--- config.mk ---
export PLATFORM = sky130hd
export DESIGN_NAME = uart_tx_serializer_flat
export DESIGN_NICKNAME = d
export VERILOG_FILES = /design/src/rtl/uart_tx_serializer_if.sv /design/src/rtl/uart_tx_serializer.sv /design/src/flat_wrapper.sv
export SDC_FILE = /design/constraint.sdc
export NUM_CORES = 1
export LEC_CHECK = 0
export CAP_MARGIN = 20
export CORE_MARGIN = 2
export CORE_UTILIZATION = 35
export CTS_BUF_LIST = sky130_fd_sc_hd__clkbuf_16
export CTS_CLUSTER_DIAMETER = 100
export DETAILED_ROUTE_END_ITERATION = 7
export GPL_TIMING_DRIVEN = 0
export HOLD_SLACK_MARGIN = 0.02
export PLACE_DENSITY = 0.54
export REMOVE_ABC_BUFFERS = 1
export SLEW_MARGIN = 5
export SYNTH_ARGS = -nofsm -noshare
export SYNTH_HDL_FRONTEND = slang
export SYNTH_SLANG_ARGS = --single-unit
--- constraint.sdc ---
create_clock -name Clk -period 3 [get_ports Clk]
set_input_delay 0.45 -clock Clk [delete_from_list [all_inputs] [get_ports Clk]]
set_output_delay 0.45 -clock Clk [all_outputs]
set_load 0.05 [all_outputs]
--- src/rtl/uart_tx_serializer_if.sv ---
// Transmit-side handshake bundle between the read-flow controller (master)
// and the serializer (slave): request/word in, serial line plus done/busy out.
interface uart_tx_serializer_if #(
    parameter int DATA_WIDTH = 8
);
    logic                  TxData;
    logic [DATA_WIDTH-1:0] DataIn;
    logic                  SerialOut;
    logic                  TxDone;
    logic                  TxBusy;

    modport master (
        output TxData,
        output DataIn,
        input  SerialOut,
        input  TxDone,
        input  TxBusy
    );

    modport slave (
        input  TxData,
        input  DataIn,
        output SerialOut,
        output TxDone,
        output TxBusy
    );
endinterface

--- src/rtl/uart_tx_serializer.sv ---
// Asynchronous-serial frame transmitter closing a four-phase TxData/TxDone handshake.
// Define UART_TX_PARITY_EN to insert an even-parity bit before the stop bit.
module uart_tx_serializer #(
    parameter int DATA_WIDTH   = 8,
    parameter int CLKS_PER_BIT = 4
) (
    input  logic                  Clk,
    input  logic                  Reset,
    uart_tx_serializer_if.slave   tx
);
    localparam int CNT_W = $clog2(CLKS_PER_BIT + 1);
    localparam int IDX_W = (DATA_WIDTH > 1) ? $clog2(DATA_WIDTH) : 1;
    localparam logic [CNT_W-1:0] CNT_LAST = CNT_W'(CLKS_PER_BIT - 1);
    localparam logic [IDX_W-1:0] IDX_LAST = IDX_W'(DATA_WIDTH - 1);

    typedef enum logic [2:0] {
        IDLE   = 3'd0,
        START  = 3'd1,
        DATA   = 3'd2,
`ifdef UART_TX_PARITY_EN
        PARITY = 3'd3,
`endif
        STOP   = 3'd4,
        DONE   = 3'd5
    } state_t;

    state_t                state_reg, state_next;
    logic [CNT_W-1:0]      cnt_reg, cnt_next;
    logic [IDX_W-1:0]      idx_reg, idx_next;
    logic [DATA_WIDTH-1:0] shift_reg, shift_next;
    logic                  serial_reg, serial_next;
    logic                  done_reg, done_next;
    logic                  busy_reg, busy_next;
    logic                  bit_end;
`ifdef UART_TX_PARITY_EN
    logic                  parity_reg, parity_next;
`endif

    assign bit_end = (cnt_reg == CNT_LAST);

    // Outputs are registered from the next state so the line changes on the
    // same edge that enters a state (start bit appears on the accepting edge).
    always_ff @(posedge Clk or posedge Reset) begin
        if (Reset) begin
            state_reg  <= IDLE;
            cnt_reg    <= '0;
            idx_reg    <= '0;
            shift_reg  <= '0;
            serial_reg <= 1'b1;
            done_reg   <= 1'b0;
            busy_reg   <= 1'b0;
`ifdef UART_TX_PARITY_EN
            parity_reg <= 1'b0;
`endif
        end else begin
            state_reg  <= state_next;
            cnt_reg    <= cnt_next;
            idx_reg    <= idx_next;
            shift_reg  <= shift_next;
            serial_reg <= serial_next;
            done_reg   <= done_next;
            busy_reg   <= busy_next;
`ifdef UART_TX_PARITY_EN
            parity_reg <= parity_next;
`endif
        end
    end

    always_comb begin
        state_next = state_reg;
        cnt_next   = cnt_reg;
        idx_next   = idx_reg;
        shift_next = shift_reg;
`ifdef UART_TX_PARITY_EN
        parity_next = parity_reg;
`endif
        case (state_reg)
            IDLE: begin
                if (tx.TxData) begin
                    state_next = START;
                    shift_next = tx.DataIn;
                    cnt_next   = '0;
                    idx_next   = '0;
`ifdef UART_TX_PARITY_EN
                    parity_next = ^tx.DataIn;
`endif
                end
            end
            START: begin
                cnt_next = bit_end ? '0 : cnt_reg + CNT_W'(1);
                if (bit_end) state_next = DATA;
            end
            DATA: begin
                cnt_next = bit_end ? '0 : cnt_reg + CNT_W'(1);
                if (bit_end) begin
                    shift_next = shift_reg >> 1;
                    idx_next   = idx_reg + IDX_W'(1);
                    if (idx_reg == IDX_LAST) begin
                        idx_next = '0;
`ifdef UART_TX_PARITY_EN
                        state_next = PARITY;
`else
                        state_next = STOP;
`endif
                    end
                end
            end
`ifdef UART_TX_PARITY_EN
            PARITY: begin
                cnt_next = bit_end ? '0 : cnt_reg + CNT_W'(1);
                if (bit_end) state_next = STOP;
            end
`endif
            STOP: begin
                cnt_next = bit_end ? '0 : cnt_reg + CNT_W'(1);
                if (bit_end) state_next = DONE;
            end
            DONE: begin
                if (!tx.TxData) state_next = IDLE;
            end
            default: state_next = IDLE;
        endcase
    end

    always_comb begin
        serial_next = 1'b1;
        done_next   = 1'b0;
        busy_next   = (state_next != IDLE);
        case (state_next)
            START:  serial_next = 1'b0;
            DATA:   serial_next = shift_next[0];
`ifdef UART_TX_PARITY_EN
            PARITY: serial_next = parity_next;
`endif
            DONE:   done_next   = 1'b1;
            default: ;
        endcase
    end

    assign tx.SerialOut = serial_reg;
    assign tx.TxDone    = done_reg;
    assign tx.TxBusy    = busy_reg;
endmodule

--- src/flat_wrapper.sv ---
// flat-port wrapper written by rule: the top's interface ports become plain ports
module uart_tx_serializer_flat 
#(
    parameter int DATA_WIDTH   = 8,
    parameter int CLKS_PER_BIT = 4
)
  (Clk, Reset, tx_TxData, tx_DataIn, tx_SerialOut, tx_TxDone, tx_TxBusy);
  uart_tx_serializer_if #(.DATA_WIDTH(DATA_WIDTH)) tx_i ();
  input  logic Clk;
  input  logic Reset;
  input wire logic [$bits(tx_i.TxData)-1:0] tx_TxData;
  input wire logic [$bits(tx_i.DataIn)-1:0] tx_DataIn;
  output wire logic [$bits(tx_i.SerialOut)-1:0] tx_SerialOut;
  output wire logic [$bits(tx_i.TxDone)-1:0] tx_TxDone;
  output wire logic [$bits(tx_i.TxBusy)-1:0] tx_TxBusy;
  assign tx_i.TxData = tx_TxData;
  assign tx_i.DataIn = tx_DataIn;
  assign tx_SerialOut = tx_i.SerialOut;
  assign tx_TxDone = tx_i.TxDone;
  assign tx_TxBusy = tx_i.TxBusy;
  uart_tx_serializer #(.DATA_WIDTH(DATA_WIDTH), .CLKS_PER_BIT(CLKS_PER_BIT)) u_core (.Clk(Clk), .Reset(Reset), .tx(tx_i));
endmodule
==> run metrics <==
routed len/inst=13.7 µm; Min-Delay Path Class=reg2reg; top cell type's share of synthesized area=0.467; final WL=1.92 mm; CTS tree=done; Synth Cell Area=1020 µm²; crit path cell chain=clkdlybuf4s50_1; net switching power=0.425 mW; max reg flops=8; Setup WS pre-CTS=0.766 ns; DR vias=730; area leader, netlist=dfrtp_1; initial antenna violation count=0; Max Root-Sink Buffers=2; slowest cell on the critical path=clkdlybuf4s50_1; initial DRC count=16; hold path start=u_core.shift_reg[1]; Post-CTS Setup Inserts=0; Sw Share=0.370; Clk pin slew, worst setup/hold paths=0.05 ns; Mean Syn Cell Area=10.6 µm²; Max transition margin=0.498; pin count of the biggest net entering global routing=21; Area Growth Syn to Fin=20.9%; CP endpoint kind=output pin; Comb pwr share=0.357; status=completed; asr flop ratio synth=1.00; Final Hold Viols=0; Crit Path Max Fanout=1; antenna-violating nets left=0; most common cell in the synthesized netlist=nand2_1; f_max=499 MHz; vias in the first global route=731; crit path launch=u_core.tx.SerialOut; setup TNS=0 ns; first-pass GRT wire length=3.32 mm; H-tree levels=1; Setup CP Type=reg2out; Overall Global Routing Usage=0.136; complex-gate fraction of the synthesized area=0.192; CTS Buf Count=3; Pwr per Cell Area=933 nW/µm²; max-slew violation count=0; number of port buffers=13; VDD IR max=444 µV; number of library cell types mapped by synthesis=37; cts hold-fix bufs=0; worst slew pin tran=0.752 ns; CP Launch Type=flip-flop; Initial Util=0.369; RR Endpoint=u_core.idx_reg[0]; grt total ovfl=0; Die Y=57.9 µm; Ports=14; drt drc=0; Worst Hold Depth=2; Top delay family on crit path=buffers and inverters; post-synthesis simple-gate area fraction=0.215; Setup WS post-layout=0.996 ns; # rows=19; Pint=0.723 mW; die area=3360 µm²; DR pass1 iterations=4; Worst-Skew Late Latency=0.25 ns; Root Buffer=clkbuf_16; core area=2760 µm²; top post-synthesis cells by area=dfrtp_1 47%, nand2_1 7.4%, a22oi_1 4.4%; worst r2r src=u_core.state_reg[0]; Flop pwr share=0.404; Main synth FF type=dfrtp_1; R2R Setup Slk=1.18 ns; # setup viols final=0; R2R cell count=4; dpl hpwl=1.37 mm; Sink Count=20; main combinational cell family by area after synthesis=simple AND/OR/NAND/NOR gates; Die Width=57.9 µm; mux contribution to synthesized area=0.00983; clk_skew=0.00211 ns; Data required, critical path=2.55 ns; share of post-route cells with drive strength above 1=0.110; Via density=5.21; critical path data arrival time=1.55 ns; nets=124; Post-Syn Instances=96; Clk pwr share=0.238; Worst Path Buf+Inv=1; Leak=0.579 nW; gp weighted congestion=0.692; Final min period=2.00 ns; EDFF count, synth=0; post-synthesis xor/xnor area fraction=0.00860; # diodes=0; post_cts resized=0; fin crit share=0.668; sequential share of the synthesized area=0.493; Adder-Cell Fraction of Synth Area=0.0369; unrepaired setup endpoints after global routing=false; number of synthesized register bits=20; hold endpoint=u_core.shift_reg[1]; Ys Warns=0; most frequent cells after synthesis=20 x nand2_1, 19 x dfrtp_1, 6 x a22oi_1; CP peak stage delay=0.79 ns; max_cap viols=0
layout make-up:
type                            count  area (µm²)
Multi-Input combinational cell     69         470
Tap cell                           31        38.8
Fill cell                         261        1530
Clock inverter                      1        3.75
Timing Repair Buffer               13         130
Sequential cell                    20         502
Clock buffer                        3        75.1
Inverter                            3        11.3
power groups by stage:
| stage | clock network [mW] | registers (mW) | logic, mW |
|---|---|---|---|
| floorplan | 0 | 0.490 | 0.276 |
| global placement | 0 | 0.463 | 0.405 |
| detailed placement | 0 | 0.469 | 0.417 |
| CTS | 0.280 | 0.465 | 0.419 |
| global route | 0.294 | 0.478 | 0.460 |
| finish | 0.274 | 0.465 | 0.410 |
how the worst max path moves through the flow:
| stage | to | cells past startpoint | slack, ns |
|---|---|---|---|
| finish | tx_SerialOut | 1 | 1.0 |
| global route | u_core.idx_reg[0] | 5 | 0.89 |
| CTS | tx_SerialOut | 1 | 0.99 |
| detailed placement | u_core.idx_reg[0] | 5 | 0.77 |
| global placement | u_core.idx_reg[0] | 5 | 0.82 |
| floorplan | u_core.tx.TxBusy | 5 | 1.38 |
cell families (layout without fill, tap and decap cells):
| family | count (synthesis) | in the layout |
|---|---|---|
| muxes | 1 | 1 |
| xor gates and xnor gates | 1 | 1 |
| adders and majority gates | 3 | 3 |
| buffers and inverters | 7 | 20 |
| AOI/OAI and AO/OA | 25 | 25 |
| and+or+nand+nor | 39 | 39 |
| DFF | 20 | 20 |
routing by layer:
metal	global-route usage	part of all wire	routed length, µm	vias to the layer above
met3	0.0402	0.033	64	5
met1	0.158	0.45	866	347
met4	0.0930	0.030	57	0
met2	0.218	0.49	933	10
met5	0	0	0	-
li1	-	-	-	368
placed cells by master, fill, tap and decap left out, types with 2 or more instances in the layout:
master / n
nand2b_1: 2
clkdlybuf4s50_1: 13
nor2_1: 3
clkbuf_16: 3
o21a_1: 2
dfrtp_1: 19
ha_1: 3
a21oi_2: 2
inv_1: 4
a22oi_1: 6
nand2_1: 20
nand3_1: 2
and2_1: 2
a21o_1: 2
o21ai_0: 5
through the flow:
stage	util	total power, mW	instances	instance area, µm²	hold slack (ns)
2_1_floorplan	-	0.767	92	983	0.413
3_3_place_gp	0.418	0.867	136	1150	0.456
3_5_place_dp	0.418	0.886	136	1150	0.463
4_1_cts	0.446	1.16	140	1230	0.477
5_1_grt	0.446	1.23	140	1230	0.494
6_report	0.446	1.15	140	1230	0.469
No activity file was read; power rests on OpenSTA's default activity.
